File: src/rtl/spi_pkg.sv
// Shared SPI definitions: FSM states, flag bit positions
// and the default frame width used by spi_master and spi_slave.
package spi_pkg;

    localparam int SPI_DATA_W = 16;

    localparam int FLAG_BUSY = 0;
    localparam int FLAG_OVR  = 1;
    localparam int FLAG_UDR  = 2;
    localparam int FLAG_ABT  = 3;

    typedef enum logic [1:0] {
        WAIT_HIGH,
        IDLE,
        SHIFT
    } spi_state_t;

endpackage

File: src/rtl/spi_sync_edge.sv
// Multi-flop synchronizer for an asynchronous pin plus a
// registered rise/fall pulse detector aligned with lvl.
module spi_sync_edge #(
    parameter int STAGES = 2
) (
    input  logic clk,
    input  logic rst,
    input  logic d,
    output logic lvl,
    output logic rise,
    output logic fall
);

    logic [STAGES-1:0] sync;

    // Synchronize the pin, then register level and edge pulses together.
    always_ff @(posedge clk or posedge rst) begin
        if (rst) begin
            sync <= '0;
            lvl  <= 1'b0;
            rise <= 1'b0;
            fall <= 1'b0;
        end else begin
            sync <= {sync[STAGES-2:0], d};
            lvl  <= sync[STAGES-1];
            rise <= sync[STAGES-1] & ~lvl;
            fall <= ~sync[STAGES-1] & lvl;
        end
    end

endmodule

File: src/rtl/spi_slave.sv
// SPI target, CPOL=0, MSB first, valid/ready word ports and flags.
// SPI_SLAVE_CPHA1_EN selects mode 1 (CPHA=1); default is mode 0.
module spi_slave
    import spi_pkg::*;
#(
    parameter int               DATA_W      = SPI_DATA_W,
    parameter logic [DATA_W-1:0] TX_IDLE    = '0,
    parameter int               SYNC_STAGES = 2
) (
    input  logic              clk,
    input  logic              rst,
    input  logic              sck,
    input  logic              nss,
    input  logic              mosi,
    output logic              miso,
    input  logic [DATA_W-1:0] tx_data,
    input  logic              tx_valid,
    output logic              tx_ready,
    output logic [DATA_W-1:0] rx_data,
    output logic              rx_valid,
    input  logic              rx_ready,
    output logic [7:0]        flag,
    input  logic [7:0]        flag_clr
);

    localparam int CW = $clog2(DATA_W + 1);
`ifdef SPI_SLAVE_CPHA1_EN
    localparam bit CPHA1 = 1'b1;
`else
    localparam bit CPHA1 = 1'b0;
`endif

    spi_state_t        state, state_n;
    logic              sck_lvl, sck_rise, sck_fall;
    logic              nss_lvl, nss_rise, nss_fall;
    logic              mosi_lvl, mosi_rise, mosi_fall;
    logic              start, stop, abort, smp, drv;
    logic              smp_e, drv_e, cmpl;
    logic              ld_now, commit, preview, shift;
    logic              load, src, pop, udr, ovr;
    logic              first, pend, pend_src;
    logic              hold_full;
    logic [DATA_W-1:0] hold, word, tx_shift, rx_shift, rx_word;
    logic [CW-1:0]     cnt;
    logic [3:0]        flags, fset;
    logic              unused_ok;

    spi_sync_edge #(.STAGES(SYNC_STAGES)) u_sck (
        .clk(clk), .rst(rst), .d(sck),
        .lvl(sck_lvl), .rise(sck_rise), .fall(sck_fall)
    );

    spi_sync_edge #(.STAGES(SYNC_STAGES)) u_nss (
        .clk(clk), .rst(rst), .d(nss),
        .lvl(nss_lvl), .rise(nss_rise), .fall(nss_fall)
    );

    spi_sync_edge #(.STAGES(SYNC_STAGES)) u_mosi (
        .clk(clk), .rst(rst), .d(mosi),
        .lvl(mosi_lvl), .rise(mosi_rise), .fall(mosi_fall)
    );

    assign unused_ok = ^{sck_lvl, mosi_rise, mosi_fall, pend,
                         flag_clr[7:4], flag_clr[0]};

`ifdef SPI_SLAVE_CPHA1_EN
    assign smp_e   = sck_fall;
    assign drv_e   = sck_rise;
    assign ld_now  = drv & first;
    assign commit  = 1'b0;
    assign preview = 1'b0;
`else
    assign smp_e   = sck_rise;
    assign drv_e   = sck_fall;
    assign ld_now  = start;
    assign commit  = smp & pend;
    assign preview = drv & first;
`endif

    // A mode-0 frame boundary only previews the next MSB on the falling
    // edge; the TX word is consumed at the following rise, so a trailing
    // sck fall before nss release never pops a word or flags underrun.
    assign shift   = drv & ~first;
    assign cmpl    = smp && (cnt == CW'(DATA_W - 1));
    assign rx_word = {rx_shift[DATA_W-2:0], mosi_lvl};
    assign load    = ld_now | commit;
    assign src     = ld_now ? hold_full : pend_src;
    assign word    = src ? hold : TX_IDLE;
    assign pop     = load & src;
    assign udr     = load & ~src;
    assign ovr     = cmpl & rx_valid & ~rx_ready;

    assign tx_ready = ~hold_full;
    assign flag     = {4'b0000, flags};

    // State register.
    always_ff @(posedge clk or posedge rst) begin
        if (rst) state <= WAIT_HIGH;
        else     state <= state_n;
    end

    // Next state and per-cycle frame strobes.
    always_comb begin
        state_n = state;
        start   = 1'b0;
        stop    = 1'b0;
        abort   = 1'b0;
        smp     = 1'b0;
        drv     = 1'b0;
        unique case (state)
            WAIT_HIGH: if (nss_lvl) state_n = IDLE;
            IDLE: begin
                if (nss_fall) begin
                    state_n = SHIFT;
                    start   = 1'b1;
                end
            end
            SHIFT: begin
                if (nss_rise) begin
                    state_n = IDLE;
                    stop    = 1'b1;
                    abort   = (cnt != '0);
                end else begin
                    smp = smp_e;
                    drv = drv_e;
                end
            end
            default: state_n = WAIT_HIGH;
        endcase
    end

    // Shift registers, bit counter and miso driver.
    always_ff @(posedge clk or posedge rst) begin
        if (rst) begin
            tx_shift <= '0;
            rx_shift <= '0;
            cnt      <= '0;
            miso     <= 1'b0;
            first    <= 1'b0;
            pend     <= 1'b0;
            pend_src <= 1'b0;
        end else begin
            if (start | stop) begin
                cnt   <= '0;
                first <= start && CPHA1;
                pend  <= 1'b0;
            end
            if (stop) miso <= 1'b0;
            if (smp) begin
                rx_shift <= rx_word;
                cnt      <= cmpl ? '0 : cnt + CW'(1);
                if (cmpl) first <= 1'b1;
            end
            if (commit) pend <= 1'b0;
            if (load) begin
                tx_shift <= word;
                miso     <= word[DATA_W-1];
                if (ld_now && CPHA1) first <= 1'b0;
            end
            if (preview) begin
                miso     <= hold_full ? hold[DATA_W-1] : TX_IDLE[DATA_W-1];
                pend     <= 1'b1;
                pend_src <= hold_full;
                first    <= 1'b0;
            end
            if (shift) begin
                tx_shift <= tx_shift << 1;
                miso     <= tx_shift[DATA_W-2];
            end
        end
    end

    // TX holding register.
    always_ff @(posedge clk or posedge rst) begin
        if (rst) begin
            hold      <= '0;
            hold_full <= 1'b0;
        end else if (tx_valid && !hold_full) begin
            hold      <= tx_data;
            hold_full <= 1'b1;
        end else if (pop) begin
            hold_full <= 1'b0;
        end
    end

    // RX output word and its valid/ready handshake.
    always_ff @(posedge clk or posedge rst) begin
        if (rst) begin
            rx_data  <= '0;
            rx_valid <= 1'b0;
        end else if (cmpl && (!rx_valid || rx_ready)) begin
            rx_data  <= rx_word;
            rx_valid <= 1'b1;
        end else if (rx_valid && rx_ready) begin
            rx_valid <= 1'b0;
        end
    end

    always_comb begin
        fset           = '0;
        fset[FLAG_OVR] = ovr;
        fset[FLAG_UDR] = udr;
        fset[FLAG_ABT] = abort;
    end

    // Busy follows the frame; error flags are sticky, set beats clear.
    always_ff @(posedge clk or posedge rst) begin
        if (rst) begin
            flags <= '0;
        end else begin
            if (start)     flags[FLAG_BUSY] <= 1'b1;
            else if (stop) flags[FLAG_BUSY] <= 1'b0;
            flags[3:1] <= (flags[3:1] & ~flag_clr[3:1]) | fset[3:1];
        end
    end

endmodule

File: config.mk
export PLATFORM = sky130hd
export DESIGN_NAME = spi_slave
export DESIGN_NICKNAME = d
export VERILOG_FILES = /design/src/rtl/spi_pkg.sv /design/src/rtl/spi_sync_edge.sv /design/src/rtl/spi_slave.sv
export SDC_FILE = /design/constraint.sdc
export NUM_CORES = 1
export LEC_CHECK = 0
export ABC_AREA = 0
export CORE_MARGIN = 8
export CORE_UTILIZATION = 57
export DETAILED_ROUTE_END_ITERATION = 16
export MAX_ROUTING_LAYER = met4
export PLACE_DENSITY_LB_ADDON = 0.15
export SETUP_SLACK_MARGIN = 0.4
export SLEW_MARGIN = 15
export SYNTH_ARGS = -nofsm -noshare
export SYNTH_HDL_FRONTEND = slang
export SYNTH_SLANG_ARGS = --single-unit
File: constraint.sdc
create_clock -name clk -period 5.35 [get_ports clk]
set_input_delay 0.535 -clock clk [delete_from_list [all_inputs] [get_ports clk]]
set_output_delay 0.535 -clock clk [all_outputs]
set_load 0.1 [all_outputs]
; ---- Yosys cells after proc, flatten, opt, wreduce, memory -nomap -nowiden
; Index checks and enable logic that the tools add are counted.
[word_totals]
inputBits = 31
output_inout_bits = 27
ff_bits = 92
word_cells = 110
[op_classes]
n_addsub = 1
muxes = 38
bitwise = 24
n_eq_ne = 6
reduce_logical = 17
[op_table]
columns = cell, n
row1 = $mux W15, 2
row2 = $mux W1, 28
row3 = $mux W16, 1
row4 = $mux W5, 3
row5 = $and A1 B1 Y1, 11
row6 = $reduce_bool A2 Y1, 5
row7 = $not A1 Y1, 8
row8 = $mux W2, 3
row9 = $ne A2 B1 Y1 const B, 3
row10 = $pmux W2 S3, 1
row11 = $add A5 B1 Y5 const B, 1
row12 = $eq A5 B4 Y1 const B, 1
row13 = $reduce_bool A5 Y1, 1
row14 = $logic_and A1 B1 Y1, 4
row15 = $reduce_bool A4 Y1, 1
row16 = $and A3 B3 Y3, 1
row17 = $not A3 Y3, 1
row18 = $or A3 B3 Y3, 1
row19 = $reduce_and A3 Y1, 1
row20 = $reduce_bool A3 Y1, 1
row21 = $eq A2 B1 Y1 const B, 1
row22 = $eq A2 B2 Y1 const B, 1
row23 = $logic_not A1 Y1, 2
row24 = $logic_not A2 Y1, 1
row25 = 2 further kinds, 3

; ---- Depth between registers and ports, before layout
[logic_depth]
ltp_word = 7
mapped_depth = 7
mapped_depth_nobuf = 5

; ---- Cells and area by module
; Synthesis repeated with hierarchy kept, for this count alone.
[unflattened]
cells_unflattened = 294
hier_area_um2 = 3791.1
[modules_own_cells]
columns = mod, area_per_inst_um2, cells_per_inst, instances, seq_area_each_um2
row1 = spi_slave, 3359.5, 270, 1, 1976.9
row2 = spi_sync_edge, 143.9, 8, 3, 125.1

; ---- Worst setup path after synthesis
; Ideal clock, no wire load.
[synth_timing]
path_type = reg-to-reg
from = register rx_valid
to = register rx_data[0]
n_path_buf = 2
setup_ps = 125
synth_period_minus_slack_ps = 1986
path_slack_ps = 3364
t_required_ps = 5225
stages_incl_launch_ff = 6
arrival_time_ps = 1860
path_cell_list = dfrtp_1 > nand2b_1 > and3_1 > buf_2 > buf_4 > mux2_2
[synth_via]
elab_chain_len = 3
[synth_rtl]
columns = element, line
row1 = start: declaration, spi_slave.sv:20  ; output logic rx_valid,
row2 = start signal: assignment, spi_slave.sv:190  ; rx_valid <= 1'b0;
row3 = start signal: assignment, spi_slave.sv:193  ; rx_valid <= 1'b1;
row4 = start signal: assignment, spi_slave.sv:195  ; rx_valid <= 1'b0;
row5 = $logic_not A1 Y1, spi_slave.sv:191  ; end else if (cmpl && (!rx_valid || rx_ready)) begin
row6 = $logic_or A1 B1 Y1, spi_slave.sv:191
row7 = $logic_and A1 B1 Y1, spi_slave.sv:191
row8 = end signal: assignment, spi_slave.sv:192  ; rx_data <= rx_word;
row9 = end: declaration, spi_slave.sv:19  ; output logic [DATA_W-1:0] rx_data,
; No other way between the ends.
; A chain may end at the register's enable or synchronous reset.

; ---- Worst setup path after layout
[layout_timing]
from = register hold_full
to = output port tx_ready
[layout_via]
elab_chain_len = 1
[layout_rtl]
columns = element, line
row1 = start: declaration, spi_slave.sv:42  ; logic hold_full;
row2 = start signal: assignment, spi_slave.sv:177  ; hold_full <= 1'b0;
row3 = start signal: assignment, spi_slave.sv:180  ; hold_full <= 1'b1;
row4 = start signal: assignment, spi_slave.sv:182  ; hold_full <= 1'b0;
row5 = $not A1 Y1, spi_slave.sv:93  ; assign tx_ready = ~hold_full;
row6 = end: declaration, spi_slave.sv:18  ; output logic tx_ready,
; No other way between the ends.

==> flow_summary.toml <==
[global_routing]
grtUsageMet3_pct = 5.93
top_usage_layer = "met2"
antenna_found_initial = 0
use_met1_pct = 20.9
grt_pass1_wl_um = 11600
first_global_vias = 2464
grt-ovfl-total = 0
grt_usage_pct = 16.8
grt_util_met2_pct = 24.9
grt_max_degree = 53

[die]
dieWidth_um = 96.3
rows = 29
core_area_sq_um = 6310
die_h_um = 96.3
ioPinCount = 58
die_area_sq_um = 9280
start_util_pct = 58.2

[cts]
htree_levels = 3
cts-root-buf = "clkbuf_8"
worstSkewPairLatency_ps = 350
cts_buffers = 9
cts_hold_buf = 0
cts_resized = 0
clockBufferDepth = 2
postCtsSetupBuffers = 0
cts_sinks = 92
clk_pin_slew_ps = 90
cts_tree = "built"

[synth]
synthMuxAreaShare_pct = 11.1
synthSimpleGateAreaFrac_pct = 12.6
yosysWarnings = 0
ys_async_sr_fraction_pct = 100
synth_edf_count = 0
synthTopCellsByCount = "dfrtp_1, nand2_1, mux2_2"
synth.avg_cell_area_sq_um = 12.8
synth_top_family_by_area = "simple AND/OR/NAND/NOR gates"
synth.distinct_cells = 45
synth_cells = 288
synth_ff_type = "dfrtp_1"
ys_seq_area_share_pct = 62.6
synth-adder-area-share_pct = 0.681
synth.most_common_cell = "dfrtp_1"
netlist_area_sq_um = 3680
synth-seq-cells = 92
yosys.area.top_type = "dfrtp_1"
synth_compound_area_share_pct = 8.85
synth_xor_area_share_pct = 0
synth_top_area_share_pct = 62.6
synth.area.top_cells = "dfrtp_1, mux2_2, nand2_1"

[timing]
hold_viol_final = 0
tns_ps = 0
whs_ps = 358
rsz0062_at_grt = "no"
finClkSkew_ps = 6.84
max_freq_ghz = 0.391
finalCritPeriodShare_pct = 47.8
slew_viol_final = 0
slew_headroom_pct = 34.2
setup_viol = 0
worstMarginPinSlew_ps = 984
fin_crit_ps = 2560

[cells_and_area]
antenna_cells = 0
nFillCells = 457
layout.cells.non_filler = 415
area_delta_synth_final_pct = 20.3
drive_above_1_share_pct = 17.8
final_nets = 366

[critical_path]
r2r_cells = 3
worstSetupEndpointType = "primary output"
worstSetupStartpointType = "register"
cp.required_ps = 4820
worstPathArrival_ps = 2020
critical_path_class = "reg -> out"
critPathLaunch = "hold_full"
critical_path.max_fanout = 5
reg2reg_from = "state[0]"

[routing]
wire_per_inst_um = 16.2
viasPerCell = 5.52
drcViolationCount = 0
dr.pass1.iters = 4
routed_wl_um = 6710
vias = 2289
ant_nets = 0
dr.first_iter.drc_count = 97

[run]
cap_violations = 0

[power]
peakVddDrop_mv = 0.246
power.total_w = 0.00178
p_leak_nw = 2.14
power_density_nw_per_um2 = 402

[worst_hold_path]
hold_class = "reg -> reg"
min_from = "u_mosi.sync[1]"
hold_depth = 0

[placed_design]
routabilityCongestion = 0.777
place_inst = 399
portBuffers = 48
place_hpwl_um = 4290

[status]
status = "finished clean"
through the flow:
stage / instance area [sq um] / util (%) / setup slack (ps)
after global placement: 4170 / 66.0 / 2880
after detailed placement: 4170 / 66.0 / 2860
after CTS: 4420 / 70.1 / 2760
final: 4420 / 70.1 / 2790
after global routing: 4420 / 70.1 / 2720
after floorplan: 3690 / - / 2420
where the power goes:
| part | switching (W) | total, W | internal, W | leakage, nW |
|---|---|---|---|---|
| registers | 0.0000710 | 0.000874 | 0.000803 | 1.21 |
| clock network | 0.000239 | 0.000577 | 0.000338 | 0.130 |
| logic | 0.000182 | 0.000327 | 0.000145 | 0.799 |
| total | 0.000492 | 0.00178 | 0.00129 | 2.14 |
kinds of logic after synthesis:
| logic type | Yosys count |
|---|---|
| flops | 92 |
| simple gates | 88 |
| compound gates | 41 |
| mux | 36 |
| buf+inv | 28 |
| fa+ha+maj | 2 |
| other cells | 1 |
worst max-delay path, cell delays in order, from the launching register on:
cell and delay [ps]:
dfrtp_1 430, inv_1 100, clkdlybuf4s50_1 1140
sequential cells by signal, summed over array words and instances, names as in the netlist, 2 cells and up:
name         flops
rx_shift        15
hold            16
cnt              5
flags            4
rx_data         16
tx_shift        15
state            2
u_nss.sync       2
u_sck.sync       2
u_mosi.sync      2
final timing paths:
| check | slack (ps) | end |
|---|---|---|
| setup / recovery | 2790 | tx_ready |
| setup reg to reg | 2860 | rx_data[14] |
| hold reg to reg | 360 | u_mosi.lvl |
| min in group asynchronous | 580 | rx_shift[2] |
| max in group asynchronous | 3680 | rx_shift[13] |
| hold / removal | 360 | u_mosi.lvl |
cell usage in the layout (no fill, tap or decap), types with 2 or more instances in the layout:
| cell type | netlist | final |
|---|---|---|
| a21o_1 | 2 | 2 |
| a221o_1 | 14 | 14 |
| o21ai_0 | 8 | 8 |
| clkdlybuf4s50_1 | 0 | 48 |
| clkinv_4 | 0 | 2 |
| nand2_1 | 51 | 51 |
| a31oi_1 | 2 | 2 |
| and3_1 | 16 | 16 |
| dfrtp_1 | 92 | 92 |
| buf_4 | 5 | 2 |
| ha_1 | 2 | 2 |
| nand3b_1 | 2 | 2 |
| clkbuf_8 | 0 | 11 |
| inv_1 | 9 | 8 |
| mux2_2 | 34 | 34 |
| a21oi_1 | 2 | 2 |
| conb_1 | 1 | 4 |
| bufinv_16 | 0 | 3 |
| nor2b_1 | 6 | 6 |
| and3b_1 | 2 | 2 |
| o22ai_1 | 3 | 3 |
final cells by class:
type                            instances  area, sq um  share of cell area [%]
Inverter                                9         35.0                   0.792
Clock inverter                          5          108                    2.43
Clock buffer                           11          151                    3.42
Timing Repair Buffer                   50          495                    11.2
Sequential cell                        92         2300                    52.0
Tap cell                               77         96.3                    2.18
Multi-Input combinational cell        171         1240                    27.9
layer usage:
layer / up-vias / wire, um
li1: 1092 / -
met1: 1146 / 3160
met2: 39 / 3150
met3: 12 / 283
met4: 0 / 118
met5: - / 0
(Power assumes the default switching activity.)
